===== src/rtl/muldiv_pkg.sv =====
`default_nettype none
// +--------------------------------------------------------------------+
// | muldiv_pkg                                                         |
// | Shared op/state encodings and a conditional negate helper.         |
// | Rev 1.0                                                            |
// +--------------------------------------------------------------------+
package muldiv_pkg;

  localparam int c_maxWidth = 256;

  typedef enum logic [1:0] {
    OP_MULT  = 2'b00,
    OP_MULTU = 2'b01,
    OP_DIV   = 2'b10,
    OP_DIVU  = 2'b11
  } muldivOp_t;

  typedef enum logic [1:0] {
    IDLE = 2'b00,
    RUN  = 2'b01,
    FIX  = 2'b10,
    DONE = 2'b11
  } muldivState_t;

  // Operates at a fixed maximum width; callers zero-extend and truncate,
  // which is exact for two's-complement negation modulo any smaller width.
  function automatic logic [c_maxWidth-1:0] condNeg(input logic neg,
                                                    input logic [c_maxWidth-1:0] x);
    return neg ? -x : x;
  endfunction

endpackage
`default_nettype wire


===== src/rtl/muldiv_unit.sv =====
`default_nettype none
// +--------------------------------------------------------------------+
// | muldiv_unit                                                        |
// | Iterative signed/unsigned multiply and divide with HI/LO registers.|
// | Rev 1.0                                                            |
// +--------------------------------------------------------------------+
module muldiv_unit
  import muldiv_pkg::*;
#(
  parameter int WIDTH = 32
) (
  input  logic             clock,
  input  logic             reset,
  input  logic             start,
  input  logic [1:0]       op,
  input  logic [WIDTH-1:0] a,
  input  logic [WIDTH-1:0] b,
  input  logic             hi_we,
  input  logic             lo_we,
  input  logic [WIDTH-1:0] wdata,
  output logic             busy,
  output logic             done,
  output logic             div_zero,
  output logic [WIDTH-1:0] hi,
  output logic [WIDTH-1:0] lo
);

  localparam int c_cntWidth = $clog2(WIDTH + 1);

  generate
    if ((WIDTH % 2) != 0 || WIDTH < 4 || 2 * WIDTH > c_maxWidth) begin : g_widthCheck
      $error("muldiv_unit: WIDTH must be even, >= 4 and <= c_maxWidth/2");
    end
  endgenerate

  muldivState_t            r_state, w_nextState;
  logic                    r_isDiv, r_signA, r_signB, r_divZero;
  logic [c_cntWidth-1:0]   r_count;
  logic [WIDTH-1:0]        r_operand, r_hi, r_lo;
  logic [2*WIDTH-1:0]      r_work, w_workNext, w_prod;
  logic [WIDTH:0]          w_mulSum, w_divDiff;
  logic [WIDTH-1:0]        w_absA, w_absB, w_quot, w_rem;
  muldivOp_t               w_opIn;
  logic                    w_isDivIn, w_signedIn, w_negA, w_negB, w_bZero, w_idle, w_accept;

  assign w_opIn     = muldivOp_t'(op);
  assign w_isDivIn  = (w_opIn == OP_DIV) || (w_opIn == OP_DIVU);
  assign w_signedIn = (w_opIn == OP_MULT) || (w_opIn == OP_DIV);
  assign w_negA     = w_signedIn & a[WIDTH-1];
  assign w_negB     = w_signedIn & b[WIDTH-1];
  assign w_absA     = WIDTH'(condNeg(w_negA, c_maxWidth'(a)));
  assign w_absB     = WIDTH'(condNeg(w_negB, c_maxWidth'(b)));
  assign w_bZero    = (b == '0);
  assign w_idle     = (r_state == IDLE) || (r_state == DONE);
  assign w_accept   = start && w_idle;

  assign w_prod = (2*WIDTH)'(condNeg(r_signA ^ r_signB, c_maxWidth'(r_work)));
  assign w_quot = WIDTH'(condNeg(r_signA ^ r_signB, c_maxWidth'(r_work[WIDTH-1:0])));
  assign w_rem  = WIDTH'(condNeg(r_signA, c_maxWidth'(r_work[2*WIDTH-1:WIDTH])));

  assign hi = r_hi;
  assign lo = r_lo;

  // Working register: multiply keeps {partial product, multiplier},
  // divide keeps {partial remainder, dividend/quotient}.
  always_comb begin
    w_mulSum  = {1'b0, r_work[2*WIDTH-1:WIDTH]} + {1'b0, r_operand};
    w_divDiff = r_work[2*WIDTH-1:WIDTH-1] - {1'b0, r_operand};
    w_workNext = {1'b0, r_work[2*WIDTH-1:1]};
    if (r_isDiv) begin
      if (w_divDiff[WIDTH]) begin
        w_workNext = {r_work[2*WIDTH-2:0], 1'b0};
      end else begin
        w_workNext = {w_divDiff[WIDTH-1:0], r_work[WIDTH-2:0], 1'b1};
      end
    end else if (r_work[0]) begin
      w_workNext = {w_mulSum, r_work[WIDTH-1:1]};
    end
  end

  always_comb begin
    w_nextState = r_state;
    busy        = 1'b0;
    done        = 1'b0;
    div_zero    = 1'b0;
    case (r_state)
      IDLE, DONE: begin
        if (r_state == DONE) begin
          done     = 1'b1;
          div_zero = r_divZero;
        end
        if (start) begin
          w_nextState = (w_isDivIn && w_bZero) ? DONE : RUN;
        end else begin
          w_nextState = IDLE;
        end
      end
      RUN: begin
        busy = 1'b1;
        if (r_count == c_cntWidth'(1)) begin
          w_nextState = FIX;
        end
      end
      FIX: begin
        busy        = 1'b1;
        w_nextState = DONE;
      end
      default: w_nextState = IDLE;
    endcase
  end

  always_ff @(posedge clock) begin
    if (!reset) begin
      r_state   <= IDLE;
      r_count   <= '0;
      r_isDiv   <= 1'b0;
      r_signA   <= 1'b0;
      r_signB   <= 1'b0;
      r_divZero <= 1'b0;
      r_operand <= '0;
      r_work    <= '0;
      r_hi      <= '0;
      r_lo      <= '0;
    end else begin
      r_state <= w_nextState;
      if (w_accept) begin
        r_isDiv   <= w_isDivIn;
        r_signA   <= w_negA;
        r_signB   <= w_negB;
        r_divZero <= w_isDivIn & w_bZero;
        r_count   <= c_cntWidth'(WIDTH);
        r_operand <= w_isDivIn ? w_absB : w_absA;
        r_work    <= {{WIDTH{1'b0}}, (w_isDivIn ? w_absA : w_absB)};
      end else if (w_idle) begin
        if (hi_we) r_hi <= wdata;
        if (lo_we) r_lo <= wdata;
      end else if (r_state == RUN) begin
        r_work  <= w_workNext;
        r_count <= r_count - c_cntWidth'(1);
      end else begin
        if (r_isDiv) begin
          r_hi <= w_rem;
          r_lo <= w_quot;
        end else begin
          {r_hi, r_lo} <= w_prod;
        end
      end
    end
  end

endmodule
`default_nettype wire


===== config.mk =====
export PLATFORM = sky130hd
export DESIGN_NAME = muldiv_unit
export DESIGN_NICKNAME = d
export VERILOG_FILES = /design/src/rtl/muldiv_pkg.sv /design/src/rtl/muldiv_unit.sv
export SDC_FILE = /design/constraint.sdc
export NUM_CORES = 1
export LEC_CHECK = 0
export CORE_MARGIN = 2
export CORE_UTILIZATION = 45
export DETAILED_ROUTE_END_ITERATION = 6
export GPL_TIMING_DRIVEN = 0
export PLACE_DENSITY = 0.76
export SETUP_SLACK_MARGIN = 0.05
export SYNTH_ARGS = -nofsm -noshare
export SYNTH_HDL_FRONTEND = slang
export SYNTH_SLANG_ARGS = --single-unit

===== constraint.sdc =====
create_clock -name clock -period 8.05 [get_ports clock]
set_input_delay 1.61 -clock clock [delete_from_list [all_inputs] [get_ports clock]]
set_output_delay 1.61 -clock clock [all_outputs]
set_load 0.01 [all_outputs]

[Yosys cells after proc, flatten, opt, wreduce, memory -nomap -nowiden]
Cells that the tools add are included.
Cells by class
  shifts and indexed selects: 0
  reduce and logical (&&, ||, !) cells: 16
  muxes and demuxes: 33
  divide/modulo/power cells: 0
  magnitude comparators: 0
  bitwise logic cells: 7
  add/subtract/negate cells: 8
  multiply operators: 0
  eq/ne operators: 11
Operator list (count)
  32-bit 2-to-1 mux: 17
  64-bit 2-to-1 mux: 4
  32-bit negation: 4
  64-bit negation: 1
  32-bit by 32-bit adder with 33-bit output: 1
  33-bit by 32-bit subtractor with 33-bit output: 1
  32-bit zero test: 1
  6-bit 2-to-1 mux: 3
  2-bit == test (second input constant): 4
  2-bit != test (second input constant): 4
  6-bit by 1-bit == test with 1-bit output (second input constant): 1
  2-bit 2-to-1 mux: 3
  2-bit case mux with 3 select lines: 1
  3-bit AND reduction: 2
  2-bit OR reduction: 3
  6-bit by 1-bit subtractor with 6-bit output (second input constant): 1
  1-bit 2-to-1 mux: 5
  2-bit zero test: 2
  2-bit AND reduction: 2
  1-bit bitwise AND: 3
  1-bit logical OR: 3
  1-bit NOT: 3
  2-bit by 1-bit == test with 1-bit output (second input constant): 1
  1-bit logical AND: 2
  other kinds (3): 3
Word-level totals
  logic and storage cells: 87
  bits in latches: 0
  output and inout bits: 67
  ROM bits: 0
  memories: 0
  memory bits (writable): 0
  register bits: 172

[Longest topological paths before layout]
Gate-level depths: netlist of run 1.
  depth after elaboration: 6
  mapped depth: 15
  depth with buffers taken out: 13

[Least setup slack after synthesis of run 1]
OpenSTA, ideal clock, no wires.
  path type: input to register
  start point: input a[0]
  end point: register r_operand[28]
  library setup time: 0.128 ns
  stages: 10
  slack: 4.341 ns
  data arrival time: 3.581 ns
  buffers on the path: 0
  cell sequence: inv_1 ha_1 or3b_2 nor4_2 nand2_1 o41ai_1 xor2_1 o21ai_0 mux2i_1 nor2_1
On the way
  longest elaborated chain between the ends: 3
Ends and longest elaborated chain
  from (decl): line muldiv_unit.sv:16  | input logic [WIDTH-1:0] a,
  32-bit negation: line muldiv_pkg.sv:29  | return neg ? -x : x;
  32-bit 2-to-1 mux: line muldiv_pkg.sv:29
  32-bit 2-to-1 mux: line muldiv_unit.sv:132  | r_operand <= w_isDivIn ? w_absB : w_absA;
  to (signal assigned): line muldiv_unit.sv:132
  to (decl): line muldiv_unit.sv:39  | logic [WIDTH-1:0] r_operand, r_hi, r_lo;
Every way passes these cells.
A chain may end at the register's enable or synchronous reset.

[Final worst setup path of run 1]
  start point: register r_state[0]
  end point: output div_zero
On the way
  longest elaborated chain between the ends: 3
Ends and longest elaborated chain
  from (decl): line muldiv_unit.sv:36  | muldivState_t r_state, w_nextState;
  from (signal assigned): line muldiv_unit.sv:125  | r_state <= w_nextState;
  2-bit == test / 2-bit zero test (equally long branches): line muldiv_unit.sv:86, muldiv_unit.sv:88
  1-bit 2-to-1 mux / 2-bit OR reduction (equally long branches): line muldiv_unit.sv:88, muldiv_unit.sv:86
  1-bit 2-to-1 mux *: line muldiv_unit.sv:86  | case (r_state)
  to (decl): line muldiv_unit.sv:23  | output logic div_zero,
Every way passes the cells marked *; elsewhere a longest branch is shown, timed or not.

==> results.json, run 1 <==
{
  "die_h_um": 187,
  "status": "finished clean",
  "place_congestion": 1.04,
  "syn_area_per_cell_um2": 7.27,
  "dieArea_um2": 34900,
  "diodes": 0,
  "crit_family": "buffers and inverters",
  "cts_resized": 0,
  "min_path_type": "reg2reg",
  "synth-main-ff-cell": "dfxtp_1",
  "cts_sinks": 172,
  "slowest_stage": "clkbuf_1",
  "tightest_slew_ns": 1.02,
  "min_to": "lo[16]",
  "final_nets": 2429,
  "worst_ep_arrival_time_ns": 3.58,
  "ir_worst_vdd_mv": 0.180,
  "insertion_delay_ns": 0.45,
  "grt_overflow": 0,
  "worstSetupPathType": "reg2out",
  "cp_data_required_time_ns": 6.44,
  "dp_hpwl_mm": 51.9,
  "core_um2": 32700,
  "synth_edf_count": 0,
  "firstDrtPassIters": 6,
  "post_drt_wl_per_cell_um": 23.7,
  "grtUsageTotal_pct": 35.7,
  "endpoint_kind": "output pin",
  "relSlewSlack_pct": 32.1,
  "drt_iter0_markers": 2139,
  "crit_top_cell": "clkbuf_1",
  "areaGrowthSynthToFinish_pct": 19.1,
  "leakage_nw": 6.74,
  "synth_cell_types": 81,
  "postRouteAntennaNets": 0,
  "clock-root-buffer": "clkbuf_16",
  "drv_cap": 0,
  "rsz0062_at_grt": "false",
  "clockBufferDepth": 2,
  "final_common_cell": "nand2_1",
  "clock.fmax_ghz": 0.193,
  "port_buffers": 167,
  "yosysWarnings": 0,
  "cts_buffers": 17,
  "path_cells": "inv_1, ha_1, clkbuf_1, clkbuf_1, clkbuf_1, and3_1, clkdlybuf4s50_1",
  "grt_pass1_wl_mm": 96.6,
  "antenna_found_initial": 1,
  "post-route-period-util_pct": 64.5,
  "ys_ff_latch": 172,
  "postCtsSetupRepairBufs": 0,
  "worstSetupStartpointType": "register",
  "grt_max_degree": 17,
  "rows": 66,
  "synth.cell_area_um2": 15000,
  "setup_violations": 0,
  "drcViolationCount": 0,
  "yosys-top-cells-area": "dfxtp_1 (23%), a21oi_1 (7.7%), nand2_1 (7.3%)",
  "worst_r2r_endpoint": "r_work[61]",
  "syn_nets": 2243,
  "fin_crit_ns": 5.19,
  "cts.clk_slew.worst_paths_ns": 0.07,
  "hold_viol": 0,
  "slew_viol_final": 0,
  "routed_wl_mm": 64.1,
  "cp_max_fo": 10,
  "final_cell_mix": "nand2_1 (293), a21oi_1 (232), dfxtp_1 (172), clkdlybuf4s50_1 (167), nor2_1 (153)",
  "ctsHoldBuffers": 0,
  "r2r_cells": 12,
  "synth-async-reset-ratio_pct": 0,
  "first_global_vias": 15800,
  "min_path_cells": 2,
  "cp_num_buf_inv": 5,
  "fin_skew_ns": 0.0166,
  "synth_top_area_share_pct": 22.9,
  "num_vias": 17000,
  "rr_startpoint": "r_work[37]",
  "power_density_nw_per_um2": 358,
  "viasPerCell": 6.30,
  "slowest_delay_ns": 0.63,
  "synthCells": 2065,
  "rrSetupSlack_ns": 3.82,
  "cts_tree": "yes",
  "min-delay-start": "lo[16]",
  "ys_seq_area_share_pct": 22.9,
  "die_width_um": 187,
  "htreeDepth": 4,
  "start_util_pct": 45.9,
  "drive_gt1_share_pct": 4.07,
  "power.total_mw": 6.40,
  "io_pins": 170,
  "synth_top_cell_by_area": "dfxtp_1",
  "fin_tns_setup_ns": 0
}
metrics by stage:
step	utilization, %	hold slack [ns]	cell area [µm²]	std cells	setup slack [ns]
final	54.7	0.458	17900	2705	2.86
after global routing	54.7	0.482	17900	2705	2.71
after CTS	54.7	0.457	17900	2705	2.92
after detailed placement	52.7	0.446	17200	2674	3.18
after global placement	52.7	0.445	17200	2674	3.24
after floorplan	-	0.432	15000	2065	4.34
worst register-to-register path: cells and delay by family, from the launching register on:
kind	cells	cell delay, ns
compound gates	5	0.81
simple gates	2	0.78
buf+inv	2	0.64
flops	1	0.63
xor+xnor	1	0.56
fa+ha+maj	1	0.38
mux	1	0.30
layer usage:
metal / global-route usage (%) / vias to the layer above / routed length [µm]
met5: 0 / - / 18
met4: 13.7 / 2 / 2710
met2: 56.4 / 968 / 28200
met3: 6.04 / 146 / 6350
met1: 48.6 / 8105 / 26800
li1: - / 7813 / -
cell usage after synthesis (9+ instances only):
| cell type | number |
|---|---|
| a221oi_1 | 18 |
| or3_1 | 15 |
| o21ai_0 | 114 |
| inv_1 | 68 |
| xor2_1 | 86 |
| a31oi_1 | 22 |
| nand3_1 | 28 |
| a21o_1 | 23 |
| nor4_1 | 10 |
| nand2b_1 | 29 |
| a211oi_1 | 44 |
| o21bai_1 | 10 |
| nand2_1 | 293 |
| and3_1 | 16 |
| nor2b_1 | 25 |
| ha_1 | 73 |
| o211ai_1 | 104 |
| a31o_2 | 13 |
| xnor2_1 | 91 |
| buf_1 | 19 |
| o31ai_1 | 23 |
| buf_2 | 9 |
| a21oi_1 | 232 |
| nor3_1 | 49 |
| a221o_1 | 9 |
| clkbuf_1 | 118 |
| dfxtp_1 | 172 |
| mux2i_1 | 64 |
| nor2_1 | 153 |
flip-flops by register name, summed over array words and instances, names as in the netlist:
signal,flops
r_work,64
hi,32
lo,32
r_operand,32
r_count,6
r_state,2
r_divZero,1
r_isDiv,1
r_signA,1
r_signB,1
area by class of cell:
cell class | count | area, µm²
plain buffers | 150 | 597
fillers | 3232 | 14800
inverters | 69 | 259
multi-input cells | 1674 | 10700
well taps | 442 | 553
clock inverters | 13 | 208
flip-flops and latches | 172 | 3440
repair buffers | 167 | 1670
clock buffers | 18 | 429
cell families after synthesis:
group | count (synthesis) | share of synthesized area (%)
DFF | 172 | 22.9
buffers and inverters | 219 | 5.70
adders and majority gates | 75 | 6.35
AOI/OAI and AO/OA | 682 | 29.4
muxes | 69 | 4.64
xor gates and xnor gates | 178 | 10.4
and+or+nand+nor | 670 | 20.6
power breakdown:
| part | switching [mW] | total [mW] | leakage (nW) | internal [mW] |
|---|---|---|---|---|
| logic | 2.56 | 4.07 | 5.02 | 1.51 |
| clock network | 0.404 | 0.932 | 0.306 | 0.528 |
| registers | 0.268 | 1.39 | 1.41 | 1.13 |
worst max path at each step:
| stage | start | endpoint | slack, ns | cells after the start |
|---|---|---|---|---|
| 6_report | r_state[0] | div_zero | 2.86 | 7 |
| 5_1_grt | r_state[0] | div_zero | 2.71 | 7 |
| 4_1_cts | r_state[0] | div_zero | 2.92 | 7 |
| 3_5_place_dp | a[0] | r_operand[30] | 3.18 | 13 |
| 3_3_place_gp | a[0] | r_work[26] | 3.24 | 13 |
| 2_1_floorplan | a[0] | r_operand[28] | 4.34 | 10 |
No activity file was read; power rests on OpenSTA's default activity.
==> run 2: changes to the inputs <==
--- a/config.mk
+++ b/config.mk
@@ -9,7 +9,7 @@
 export CORE_UTILIZATION = 45
 export DETAILED_ROUTE_END_ITERATION = 6
 export GPL_TIMING_DRIVEN = 0
-export PLACE_DENSITY = 0.76
+export PLACE_DENSITY = 0.79
 export SETUP_SLACK_MARGIN = 0.05
 export SYNTH_ARGS = -nofsm -noshare
 export SYNTH_HDL_FRONTEND = slang
==> constraint.sdc (replaced) <==
create_clock -name clock -period 4.5 [get_ports clock]
set_input_delay 0.9 -clock clock [delete_from_list [all_inputs] [get_ports clock]]
set_output_delay 0.9 -clock clock [all_outputs]
set_load 0.01 [all_outputs]
==> results.json, run 2 (synthesis gave the netlist of run 1 again) <==
{
  "status": "finished, violations left",
  "violations": "design-rule violations",
  "first_global_vias": 15900,
  "fin_crit_ns": 4.31,
  "die_width_um": 187,
  "p_int_mw": 5.46,
  "endpoint_kind": "output pin",
  "tightest_slew_ns": 0.963,
  "final_cell_area_um2": 17800,
  "postCtsSetupRepairBufs": 0,
  "cts.clk_slew.worst_paths_ns": 0.08,
  "dp_hpwl_mm": 50.8,
  "io_pins": 170,
  "highest_layer": "met4",
  "ir_worst_vdd_mv": 0.376,
  "grtUsageTotal_pct": 34.7,
  "post_drt_wl_per_cell_um": 23.2,
  "start_util_pct": 45.9,
  "fin_skew_ns": 0.0160,
  "drcViolationCount": 2,
  "layout.filler_cells": 3145,
  "pwr-share-comb_pct": 64.5,
  "cts_tree": "yes",
  "areaGrowthSynthToFinish_pct": 18.7,
  "worst_ep_arrival_time_ns": 3.41,
  "htreeDepth": 4,
  "num_vias": 17100,
  "leakage_nw": 6.72,
  "slew_viol_final": 0,
  "clkPwrFrac_pct": 13.3,
  "clockBufferDepth": 2,
  "relSlewSlack_pct": 35.8,
  "power.total_mw": 11.2,
  "die_h_um": 187,
  "final_common_cell": "nand2_1",
  "rows": 66,
  "place_area_um2": 17200,
  "clock-root-buffer": "clkbuf_16",
  "antenna_found_initial": 1,
  "wl_met1_mm": 26.5,
  "worstSetupPathType": "reg2out",
  "insertion_delay_ns": 0.45,
  "hold_slack_ns": 0.454,
  "wl_met3_mm": 6.31,
  "setup_slack_ns": 0.191,
  "largest-register": "r_work",
  "worstSetupStartpointType": "register",
  "drv_cap": 0,
  "grt_max_degree": 19,
  "viasPerCell": 6.33,
  "port_buffers": 167,
  "cp_data_required_time_ns": 3.60,
  "routed_wl_mm": 62.9,
  "clock.fmax_ghz": 0.232,
  "place_congestion": 1.03,
  "setup_violations": 0,
  "final_cell_mix": "nand2_1 (293), a21oi_1 (232), dfxtp_1 (172), clkdlybuf4s50_1 (167), nor2_1 (153)",
  "final_nets": 2429,
  "hold_viol": 0,
  "grt_overflow": 0,
  "power_density_nw_per_um2": 631,
  "rsz0062_at_grt": "false",
  "grt_pass1_wl_mm": 94.7,
  "post-route-period-util_pct": 95.8,
  "min_path_type": "reg2reg",
  "postRouteAntennaNets": 0,
  "diodes": 0,
  "place_ws_ns": 0.372,
  "dieArea_um2": 34900,
  "net-switching-power_mw": 5.79,
  "fin_tns_setup_ns": 0,
  "cts_sinks": 172,
  "cts_resized": 0,
  "cp_max_fo": 10,
  "cts_buffers": 17,
  "sw_frac_of_total_pct": 51.4,
  "drive_gt1_share_pct": 4.20,
  "p_seq_share_pct": 22.2,
  "firstDrtPassIters": 7,
  "core_um2": 32700,
  "ctsHoldBuffers": 0,
  "wl_met2_mm": 27.4,
  "largest_reg_flops": 64,
  "drt_iter0_markers": 2055
}
run 2: cell type report:
type,instances,area (µm²),area share (%)
plain buffers,150,598,3.36
clock buffers,17,425,2.39
clock inverters,15,151,0.849
inverters,69,259,1.45
multi-input cells,1674,10700,60.2
flip-flops and latches,172,3440,19.3
well taps,442,553,3.10
repair buffers,167,1670,9.38
run 2: worst max-delay path, stage by stage, from the launching register on:
cell and delay [ns]:
dfxtp_1 0.40, inv_1 0.06, ha_1 0.35, clkbuf_1 0.39, clkbuf_2 0.43, clkbuf_1 0.47, and3_1 0.29, clkdlybuf4s50_1 0.57
run 2: per-stage QoR:
stage / util, % / std cells
final: 54.5 / 2706
after global routing: 54.5 / 2706
after CTS: 54.5 / 2706
after detailed placement: 52.7 / 2674
after global placement: 52.7 / 2674
after floorplan: - / 2065
run 2: layer usage:
metal,track usage (%),vias up
met5,0,-
met4,13.9,0
met3,6.88,178
met2,54.4,1059
met1,46.7,8065
li1,-,7823
run 2: final timing paths:
kind              slack (ns)  cells after the start  endpoint  startpoint
hold reg to reg         0.45                      2     hi[4]       hi[4]
setup reg to reg        0.34                     11     hi[2]   r_work[0]
setup / recovery        0.19                      7  div_zero  r_state[0]
hold / removal          0.45                      2     hi[4]       hi[4]
run 2: power groups by stage:
stage          combinational, mW  clock (mW)  sequential [mW]
2_1_floorplan               4.52           0             2.46
3_3_place_gp                6.90           0             2.48
3_5_place_dp                6.98           0             2.50
4_1_cts                     7.03        1.49             2.47
5_1_grt                     7.75        1.55             2.53
6_report                    7.25        1.50             2.50
